**src/rtl/ahb_lite_interconnect.sv**
```systemverilog
// rtl/ahb_lite_interconnect.sv - AHB-Lite address decoder, response mux and default slave
// Optional decode-error capture (ERR_VALID/ERR_ADDR): define AHB_IC_ERR_CAPTURE_EN.
module ahb_lite_interconnect #(
  parameter int                        NUM_SLAVES = 4,
  parameter logic [NUM_SLAVES*16-1:0]  SLV_BASE   = {16'h4001, 16'h4000, 16'h2000, 16'h0000},
  parameter logic [NUM_SLAVES*16-1:0]  SLV_MASK   = {4{16'hFFFF}}
) (
  input  logic                     HCLK,
  input  logic                     HRESETn,
  input  logic [31:0]              HADDR,
  input  logic [1:0]               HTRANS,
  input  logic                     HWRITE,
  input  logic [2:0]               HSIZE,
  output logic [31:0]              HRDATA,
  output logic                     HREADY,
  output logic                     HRESP,
  output logic [NUM_SLAVES-1:0]    HSEL_S,
  output logic                     HREADYMUX_S,
  input  logic [NUM_SLAVES*32-1:0] HRDATA_S,
  input  logic [NUM_SLAVES-1:0]    HREADYOUT_S,
  input  logic [NUM_SLAVES-1:0]    HRESP_S,
  input  logic                     ERR_CLR,
  output logic                     ERR_VALID,
  output logic [31:0]              ERR_ADDR
);

  localparam int IW = (NUM_SLAVES > 1) ? $clog2(NUM_SLAVES) : 1;

  typedef enum logic [1:0] {DS_OK, DS_ERR1, DS_ERR2} ds_state_t;

  logic [NUM_SLAVES-1:0] dec_sel;
  logic [IW-1:0]         dec_idx;
  logic                  dec_hit;

  logic [IW-1:0]         dp_idx;
  logic                  dp_def;

  ds_state_t             ds_state;
  logic                  ds_ready;
  logic                  ds_resp;
  logic                  ds_req;

  logic [31:0]           mux_rdata;
  logic                  mux_ready;
  logic                  mux_resp;

  // Descending scan so the lowest matching region is the one left standing.
  always_comb begin
    dec_sel = '0;
    dec_idx = '0;
    dec_hit = 1'b0;
    for (int i = NUM_SLAVES - 1; i >= 0; i--) begin
      if ((HADDR[31:16] & SLV_MASK[i*16 +: 16]) == SLV_BASE[i*16 +: 16]) begin
        dec_sel    = '0;
        dec_sel[i] = 1'b1;
        dec_idx    = IW'(i);
        dec_hit    = 1'b1;
      end
    end
  end

  always_ff @(posedge HCLK or negedge HRESETn) begin
    if (!HRESETn) begin
      dp_def <= 1'b1;
      dp_idx <= '0;
    end else if (mux_ready) begin
      dp_def <= ~dec_hit;
      dp_idx <= dec_idx;
    end
  end

  always_comb begin
    mux_rdata = '0;
    mux_ready = ds_ready;
    mux_resp  = ds_resp;
    if (!dp_def) begin
      for (int i = 0; i < NUM_SLAVES; i++) begin
        if (dp_idx == IW'(i)) begin
          mux_rdata = HRDATA_S[i*32 +: 32];
          mux_ready = HREADYOUT_S[i];
          mux_resp  = HRESP_S[i];
        end
      end
    end
  end

  // An unmapped active transfer being accepted on the bus this cycle.
  assign ds_req = ~dec_hit & HTRANS[1] & mux_ready;

  always_ff @(posedge HCLK or negedge HRESETn) begin
    if (!HRESETn) begin
      ds_state <= DS_OK;
      ds_ready <= 1'b1;
      ds_resp  <= 1'b0;
    end else begin
      case (ds_state)
        DS_OK: begin
          if (ds_req) begin
            ds_state <= DS_ERR1;
            ds_ready <= 1'b0;
            ds_resp  <= 1'b1;
          end
        end
        DS_ERR1: begin
          ds_state <= DS_ERR2;
          ds_ready <= 1'b1;
          ds_resp  <= 1'b1;
        end
        DS_ERR2: begin
          if (ds_req) begin
            ds_state <= DS_ERR1;
            ds_ready <= 1'b0;
            ds_resp  <= 1'b1;
          end else begin
            ds_state <= DS_OK;
            ds_ready <= 1'b1;
            ds_resp  <= 1'b0;
          end
        end
        default: begin
          ds_state <= DS_OK;
          ds_ready <= 1'b1;
          ds_resp  <= 1'b0;
        end
      endcase
    end
  end

  assign HSEL_S      = dec_sel;
  assign HRDATA      = mux_rdata;
  assign HREADY      = mux_ready;
  assign HRESP       = mux_resp;
  assign HREADYMUX_S = mux_ready;

`ifdef AHB_IC_ERR_CAPTURE_EN
  logic        err_valid_q;
  logic [31:0] err_addr_q;

  // A fresh error outranks a clear landing on the same edge.
  always_ff @(posedge HCLK or negedge HRESETn) begin
    if (!HRESETn) begin
      err_valid_q <= 1'b0;
      err_addr_q  <= '0;
    end else if (ds_req) begin
      err_valid_q <= 1'b1;
      err_addr_q  <= HADDR;
    end else if (ERR_CLR) begin
      err_valid_q <= 1'b0;
    end
  end

  assign ERR_VALID = err_valid_q;
  assign ERR_ADDR  = err_addr_q;
`else
  logic unused_clr;
  assign unused_clr = ERR_CLR;
  assign ERR_VALID  = 1'b0;
  assign ERR_ADDR   = '0;
`endif

  logic unused_bus;
  assign unused_bus = ^{HWRITE, HSIZE, HTRANS[0], HADDR[15:0]};

endmodule
```
**config.mk**
```make
export PLATFORM = sky130hd
export DESIGN_NAME = ahb_lite_interconnect
export DESIGN_NICKNAME = d
export VERILOG_FILES = /design/src/rtl/ahb_lite_interconnect.sv
export SDC_FILE = /design/constraint.sdc
export NUM_CORES = 1
export LEC_CHECK = 0
export ABC_AREA = 1
export BUFFER_PORTS_ARGS = -buffer_cell sky130_fd_sc_hd__buf_2
export CORE_AREA = 2 2 96 98
export CTS_BUF_LIST = sky130_fd_sc_hd__clkbuf_2
export DETAILED_ROUTE_END_ITERATION = 8
export DIE_AREA = 0 0 98 100
export GPL_TIMING_DRIVEN = 0
export SYNTH_ARGS = -nofsm -noshare
export SYNTH_HDL_FRONTEND = slang
export SYNTH_SLANG_ARGS = --single-unit
```
**constraint.sdc**
```tcl
create_clock -name HCLK -period 2.8 [get_ports HCLK]
set_input_delay 0.56 -clock HCLK [delete_from_list [all_inputs] [get_ports HCLK]]
set_output_delay 0.56 -clock HCLK [all_outputs]
set_load 0.005 [all_outputs]
```
## Word-level counts from Yosys, hierarchy flattened

Index checks and enable logic that the tools add are counted.

| word-level totals | value |
|---|---|
| register bits after elaboration | 7 |
| bits of input ports | 177 |
| logic and storage cells | 56 |

| operators by class | value |
|---|---|
| equality and inequality tests | 9 |
| mux-type cells | 36 |
| bitwise operators | 3 |
| reductions and logical operators | 3 |

Operator list:

| kind | number |
|---|---|
| 32-bit two-way mux | 5 |
| 16-bit by 15-bit == test with 1-bit output (second input constant) | 2 |
| 1-bit two-way mux | 19 |
| 16-bit by 14-bit == test with 1-bit output (second input constant) | 1 |
| 16-bit zero test | 1 |
| 4-bit two-way mux | 4 |
| 2-bit two-way mux | 5 |
| 2-bit == test (second input constant) | 3 |
| 2-bit one-hot mux with 3 select lines | 1 |
| 2-bit by 1-bit == test with 1-bit output (second input constant) | 2 |
| 2-bit zero test | 2 |
| 1-bit one-hot mux with 3 select lines | 1 |
| 1-bit AND | 2 |
| 2-bit != test (second input constant) | 1 |
| 1-bit one-hot mux with 2 select lines | 1 |
| 1-bit NOT | 1 |

## Longest topological paths before layout

Gate-level depths: netlist (run 1).

| depth | value |
|---|---|
| depth in word-level cells | 10 |
| mapped depth | 11 |
| mapped depth without buffers | 11 |

## Worst setup path after synthesis (run 1)

No wires, ideal clock.

| timing path | value |
|---|---|
| kind | register -> output |
| from | register dp_idx[1] |
| to | output HREADYMUX_S |
| arrival | 1.251 ns |
| slack | 0.989 ns |
| stages on the path, launching flop included | 10 |
| cell sequence | dfrtp_1 > buf_6 > nand2_1 > nand2_1 > nand2_1 > nand2_1 > nand2_1 > nand2_2 > a21oi_4 > buf_4 |

| between the ends | value |
|---|---|
| cells in the longest elaborated chain, start to end | 6 |
| elaborated cells on any way between the ends | 9 |

Ends and longest elaborated chain:

| what | RTL line | source |
|---|---|---|
| from (decl) | 35 | `logic [IW-1:0] dp_idx;` |
| from (signal assigned) | 68 | `dp_idx <= dec_idx;` |
| 2-bit zero test | 78 | `if (dp_idx == IW'(i)) begin` |
| 1-bit two-way mux (3 in a row) | 78 |  |
| 1-bit two-way mux * | 78 |  |
| 1-bit two-way mux * | 76 | `if (!dp_def) begin` |
| to (decl) | 18 | `output logic HREADYMUX_S,` |

Mark *: on every way between the ends. The rest lies on a longest branch, timed or not.

## Worst setup path after layout (run 1)

| timing path | value |
|---|---|
| from | register dp_def |
| to | output HRDATA[14] |

| between the ends | value |
|---|---|
| cells in the longest elaborated chain, start to end | 1 |

Ends and longest elaborated chain:

| what | RTL line | source |
|---|---|---|
| from (decl) | 36 | `logic dp_def;` |
| from (signal assigned) | 67 | `dp_def <= ~dec_hit;` |
| 32-bit two-way mux | 76 |  |
| to (decl) | 14 | `output logic [31:0] HRDATA,` |

No other way between the ends.

==> run summary, run 1 <==
Tightest Pin Transition -> 0.5405 ns
Leakage -> 1.947 nW
antenna violations before repair -> 0
vias per std cell -> 4.208
# fillers -> 1016
Power Density -> 121.3 nW/um^2
DR pass1 iterations -> 4
final hold slack -> 0.1445 ns
ANT cells -> 0
area of the multi-input gates -> 1254 sq um
die area -> 9800 sq um
proportion of synthesized area in mux cells -> 0
Setup Skew -> 0.002802 ns
Post-CTS Setup Bufs -> 0
Num CTS Buffers -> 3
top cell type by total area after synthesis -> nand2_1
Final nets -> 732
share of post-route cells with drive strength above 1 -> 0.4639
worst skew pair latency -> 0.23 ns
max-cap violations -> 0
largest net degree at the start of global routing -> 11
xor/xnor share of the synthesized area -> 0
root buffer cell -> clkbuf_2
Register Area -> 177.7 sq um
CP max FO -> 10
post-synth cell types -> 28
hold_buf cts -> 0
CP peak stage delay -> 0.46 ns
Mapped Area -> 1800 sq um
Max H-tree Level -> 1
# port buffers -> 193
core area -> 8890 sq um
post-cts resize count -> 0
Synth warnings -> 0
Crit Path Class -> reg2out
first-pass GRT wire length -> 11890 um
Worst-path clk slew -> 0.08 ns
Routed WL -> 7743 um
Post-Synth Adder-Cell Area -> 0
max-slew violations -> 0
Startpoint Class -> flip-flop
Fin Setup TNS -> 0 ns
Max Clk Rate -> 0.4019 GHz
largest family of logic cells by synthesized area -> simple AND/OR/NAND/NOR gates
buffers plus inverters on the worst setup path -> 6
Max IR drop VDD -> 0.1039 mV
CTS Sinks -> 7
vias in the first global route -> 2615
synthesized instance count -> 325
P&R area growth vs syn -> 69.15%
initial DRC count -> 90
Top Ports -> 249
Simple-Gate Fraction of Synth Area -> 0.3593
Fin. Hold Viols -> 0
Synth Area per Inst -> 5.540 sq um
final setup vio count -> 0
sequential area share after synthesis -> 0.09868
Yosys reg bits -> 7
post-route ant nets -> 0
Critical Path AT -> 1.93 ns
dominant cells by area after synthesis -> nand2_1 16%, buf_4 14%, nor2_1 10%
period utilisation layout -> 0.8886
Die Span X -> 98 um
routed vias -> 2798
die height -> 100 um
Synth top area share -> 0.1584
Initial Util -> 0.2025
Remaining DRCs -> 0
slowest library cell on the worst path -> clkbuf_1
Post-DP HPWL -> 6514 um
WL/cell -> 11.64 um
critical path, cell by cell -> buf_2 -> inv_1 -> buf_2 -> clkbuf_1 -> o211ai_1 -> inv_1 -> buf_2
CP required -> 2.24 ns
Top cell by count, worst path -> buf_2
Setup crit end kind -> primary output
RePlAce Congestion -> 0.8341
unrepaired setup endpoints after global routing -> no
total track usage -> 0.1439
CP top delay family -> buffers and inverters
min Tclk post-route -> 2.488 ns
Synth Area in Compound Gates -> 0.2682
CTS tree -> done
Congestion Overflow GR -> 0
CTS max path bufs -> 2
number of cell rows -> 35
status -> completed
slew margin rel. -> 0.6397
HP Class -> in2async
-- Yosys cell counts --
master	instances
dfstp_2	2
o22ai_1	2
buf_6	2
o211ai_1	17
conb_1	1
and3_1	1
nand2_2	2
a21oi_4	1
nor2_8	1
nand3_1	19
a221oi_1	1
nor2_1	50
buf_2	10
nor4_1	1
nor2_2	1
buf_4	34
o21ai_0	20
nand2_1	76
o21ai_1	4
dfrtp_1	5
nand3_2	1
nand4_1	1
clkbuf_1	6
a21oi_1	15
o221ai_1	14
nor2_4	1
inv_2	5
inv_1	32
-- cells by family after synthesis --
kind of cell	count (synthesis)
AND/OR/NAND/NOR	154
buffers and inverters	89
AO/OA/AOI/OAI	74
flip-flops	7
other	1
-- layout by cell type, fill, tap and decap left out, types with 14 or more instances in the layout --
cell	netlist	layout
nand3_1	19	19
conb_1	1	33
buf_4	34	34
o211ai_1	17	17
o21ai_0	20	20
o221ai_1	14	14
buf_2	10	203
nand2_1	76	76
a21oi_1	15	15
inv_1	32	32
nor2_1	50	50
-- sequential cells by signal (all words and copies together), names as in the netlist --
| signal | flops |
|---|---|
| ds_ready | 1 |
| ds_state | 2 |
| ds_resp | 1 |
| dp_def | 1 |
| dp_idx | 2 |
-- where the power goes --
group | switching, mW | internal (mW)
combinational | 0.0685 | 0.122
clock | 0.0392 | 0.0380
sequential | 0.00000260 | 0.101
total | 0.108 | 0.262
-- stage by stage --
step	worst slack (ns)	util	instance area, sq um	instances	power, mW
2_1_floorplan	0.9892	-	1921	357	0.1792
3_3_place_gp	0.5554	0.3403	3025	661	0.2878
3_5_place_dp	0.5438	0.3403	3025	661	0.2913
4_1_cts	0.2696	0.3426	3045	665	0.3696
5_1_grt	0.1269	0.3426	3045	665	0.4020
6_report	0.3120	0.3426	3045	665	0.3693
-- final cells by class --
type,count,share of cell area
buffer,52,0.1150
clock buffer,4,0.006574
inverter,37,0.04560
multi-input combinational,261,0.4117
sequential,7,0.05834
tap,111,0.04560
timing repair buffer,193,0.3172
-- per-layer routing --
metal  vias up  wire length (um)  GRT usage
li1       1462                 -          -
met1      1236              3269     0.1767
met5         -                 0          0
met3         2               522    0.01880
met4         0                13    0.01923
met2        98              3937     0.2740
-- path summary, 6_finish.rpt --
| kind | start | endpoint | slack [ns] | cells after the start |
|---|---|---|---|---|
| min | HRESETn | ds_state[1] | 0.14 | 1 |
| max in group asynchronous | HRESETn | dp_def | 2.42 | 1 |
| max | dp_def | HRDATA[14] | 0.31 | 7 |
| max reg2reg | dp_def | dp_def | 1.20 | 5 |
| min in group HCLK | ds_state[1] | ds_state[1] | 0.43 | 1 |
| min reg2reg | ds_state[1] | ds_state[1] | 0.43 | 1 |
(Power assumes the default switching activity.)
==> run 2, diff against run 1 <==
--- a/config.mk
+++ b/config.mk
@@ -12,6 +12,7 @@
 export DETAILED_ROUTE_END_ITERATION = 8
 export DIE_AREA = 0 0 98 100
 export GPL_TIMING_DRIVEN = 0
+export HOLD_SLACK_MARGIN = 0.15
 export SYNTH_ARGS = -nofsm -noshare
 export SYNTH_HDL_FRONTEND = slang
 export SYNTH_SLANG_ARGS = --single-unit
==> run 2 against run 1 <==
Net effect:
- clock power barely moved
- wire length fell by 0.28%
- worst hold slack improved by 0.28 ns
- clock skew barely moved
- critical path type unchanged
- largest cell class unchanged
==> run summary, run 2 (synthesized netlist as in run 1, its figures left out) <==
status -> completed (unchanged)
cell count after placement -> 661 (unchanged)
Top cell by count, worst path -> buf_2 (unchanged)
Initial Util -> 0.2025 (unchanged)
Critical Path AT -> 1.93 ns (about the same)
Worst-path clk slew -> 0.08 ns (about the same)
root buffer cell -> clkbuf_2 (unchanged)
Tightest Pin Transition -> 0.5405 ns (about the same)
Crit Path Class -> reg2out (unchanged)
total track usage -> 0.1442 (was 0.1439)
post-route ant nets -> 0 (unchanged)
vias in the first global route -> 2624 (was 2615)
commonest non-fill, non-tap cell in the layout -> buf_2 (unchanged)
Die Span X -> 98 um (unchanged)
share of post-route cells with drive strength above 1 -> 0.4631 (was 0.4639)
placed cell area -> 3025 sq um (unchanged)
CTS Sinks -> 7 (unchanged)
Fin Setup TNS -> 0 ns (unchanged)
final setup vio count -> 0 (unchanged)
Finished Layout Cells -> 666 (was 665)
first-pass GRT wire length -> 11920 um (was 11890 um)
HP Class -> reg2reg (was in2async)
RePlAce Congestion -> 0.8341 (unchanged)
worst skew pair latency -> 0.23 ns (about the same)
max-slew violations -> 0 (unchanged)
ANT cells -> 0 (unchanged)
CP max FO -> 10 (unchanged)
Power Density -> 121.1 nW/um^2 (was 121.3 nW/um^2)
critical path, cell by cell -> buf_2 -> inv_1 -> buf_2 -> clkbuf_1 -> o211ai_1 -> inv_1 -> buf_2 (unchanged)
Max IR drop VDD -> 0.1039 mV (about the same)
vias per std cell -> 4.200 (was 4.208)
commonest non-fill, non-tap cells in the layout -> 203 x buf_2, 76 x nand2_1, 50 x nor2_1 (unchanged)
number of cell rows -> 35 (unchanged)
slew margin rel. -> 0.6397 (unchanged)
Congestion Overflow GR -> 0 (unchanged)
routed vias -> 2797 (was 2798)
min Tclk post-route -> 2.492 ns (was 2.488 ns)
WL/cell -> 11.59 um (was 11.64 um)
Startpoint Class -> flip-flop (unchanged)
Setup Skew -> 0.002802 ns (about the same)
antenna violations before repair -> 0 (unchanged)
Leakage -> 1.951 nW (was 1.947 nW)
P&R area growth vs syn -> 69.70% (was 69.15%)
Largest regs -> dp_idx: 2 flops, ds_state: 2 flops (unchanged)
die area -> 9800 sq um (unchanged)
Fin. Hold Viols -> 0 (unchanged)
die height -> 100 um (unchanged)
CP peak stage delay -> 0.46 ns (about the same)
initial DRC count -> 94 (was 90)
DR pass1 iterations -> 4 (unchanged)
Remaining DRCs -> 0 (unchanged)
Routed WL -> 7721 um (was 7743 um)
core area -> 8890 sq um (unchanged)
largest net degree at the start of global routing -> 11 (unchanged)
CP required -> 2.24 ns (about the same)
max-cap violations -> 0 (unchanged)
Final nets -> 733 (was 732)
slowest library cell on the worst path -> clkbuf_1 (unchanged)
CTS tree -> done (unchanged)
Setup crit end kind -> primary output (unchanged)
Design Area, Final -> 3055 sq um (was 3045 sq um)
Top Ports -> 249 (unchanged)
Num CTS Buffers -> 3 (unchanged)
# port buffers -> 193 (unchanged)
flop2flop setup slack -> 1.20 ns (about the same)
period utilisation layout -> 0.8901 (was 0.8886)
overall power consumption -> 0.3702 mW (was 0.3693 mW)
Max H-tree Level -> 1 (unchanged)
unrepaired setup endpoints after global routing -> no (unchanged)
CTS max path bufs -> 2 (unchanged)
Max Clk Rate -> 0.4012 GHz (was 0.4019 GHz)
Post-DP HPWL -> 6514 um (unchanged)
## run 2: cell types whose count changed in the layout (fill, tap and decap cells not counted)
cell	delta
dlygate4sd3_1	+1
## run 2: worst paths after layout
check                            start          end  cells after the start
max in group asynchronous      HRESETn       dp_def                      2
min in group asynchronous      HRESETn  ds_state[1]                      2
min reg2reg                ds_state[1]  ds_state[1]                      1
max reg2reg                     dp_def       dp_def                      5
min                        ds_state[1]  ds_state[1]                      1
max                             dp_def   HRDATA[14]                      7
## run 2: layout make-up
class | count | area [sq um]
Sequential cell | 7 | 177.7
Clock buffer | 4 | 20.02
Multi-Input combinational cell | 261 | 1254
Tap cell | 111 | 138.9
Timing Repair Buffer | 194 | 975.9
Buffer | 52 | 350.3
Inverter | 37 | 138.9
Fill cell | 1012 | 5834
## run 2: through the flow
step                        util  hold WS (ns)  setup WS (ns)
final                     0.3437        0.4264         0.3076
after global placement    0.3403        0.4002         0.5554
after detailed placement  0.3403        0.4082         0.5438
after CTS                 0.3437        0.4268         0.2696
after global routing      0.3437        0.4310         0.1090
after floorplan                -        0.2644         0.9892
## run 2: where the power goes
group	internal, mW	switching, mW	leakage [nW]
clock	0.0380	0.0392	0.0166
combinational	0.123	0.0685	1.85
sequential	0.101	0.00000260	0.0855
## run 2: repair_timing
| action | 4_1_cts | 5_1_grt |
|---|---|---|
| hold buffers | 1 | 0 |
| endpoints found under the hold margin | 5 | 0 |
| setup buffers | 0 | 0 |
| resized for setup | 0 | 0 |
## run 2: critical path, delay by kind of cell, from the launching register on
| family | cells | cell delay (ns) |
|---|---|---|
| AO/OA/AOI/OAI | 1 | 0.20 |
| buffers and inverters | 6 | 1.13 |
| flip-flops | 1 | 0.36 |
## run 2: per-layer routing
layer / vias up / share of wire / track usage
li1: 1465 / - / -
met1: 1230 / 0.42 / 0.1767
met2: 100 / 0.51 / 0.2750
met3: 2 / 0.065 / 0.01880
met4: 0 / 0.0017 / 0.01923
met5: - / 0 / 0
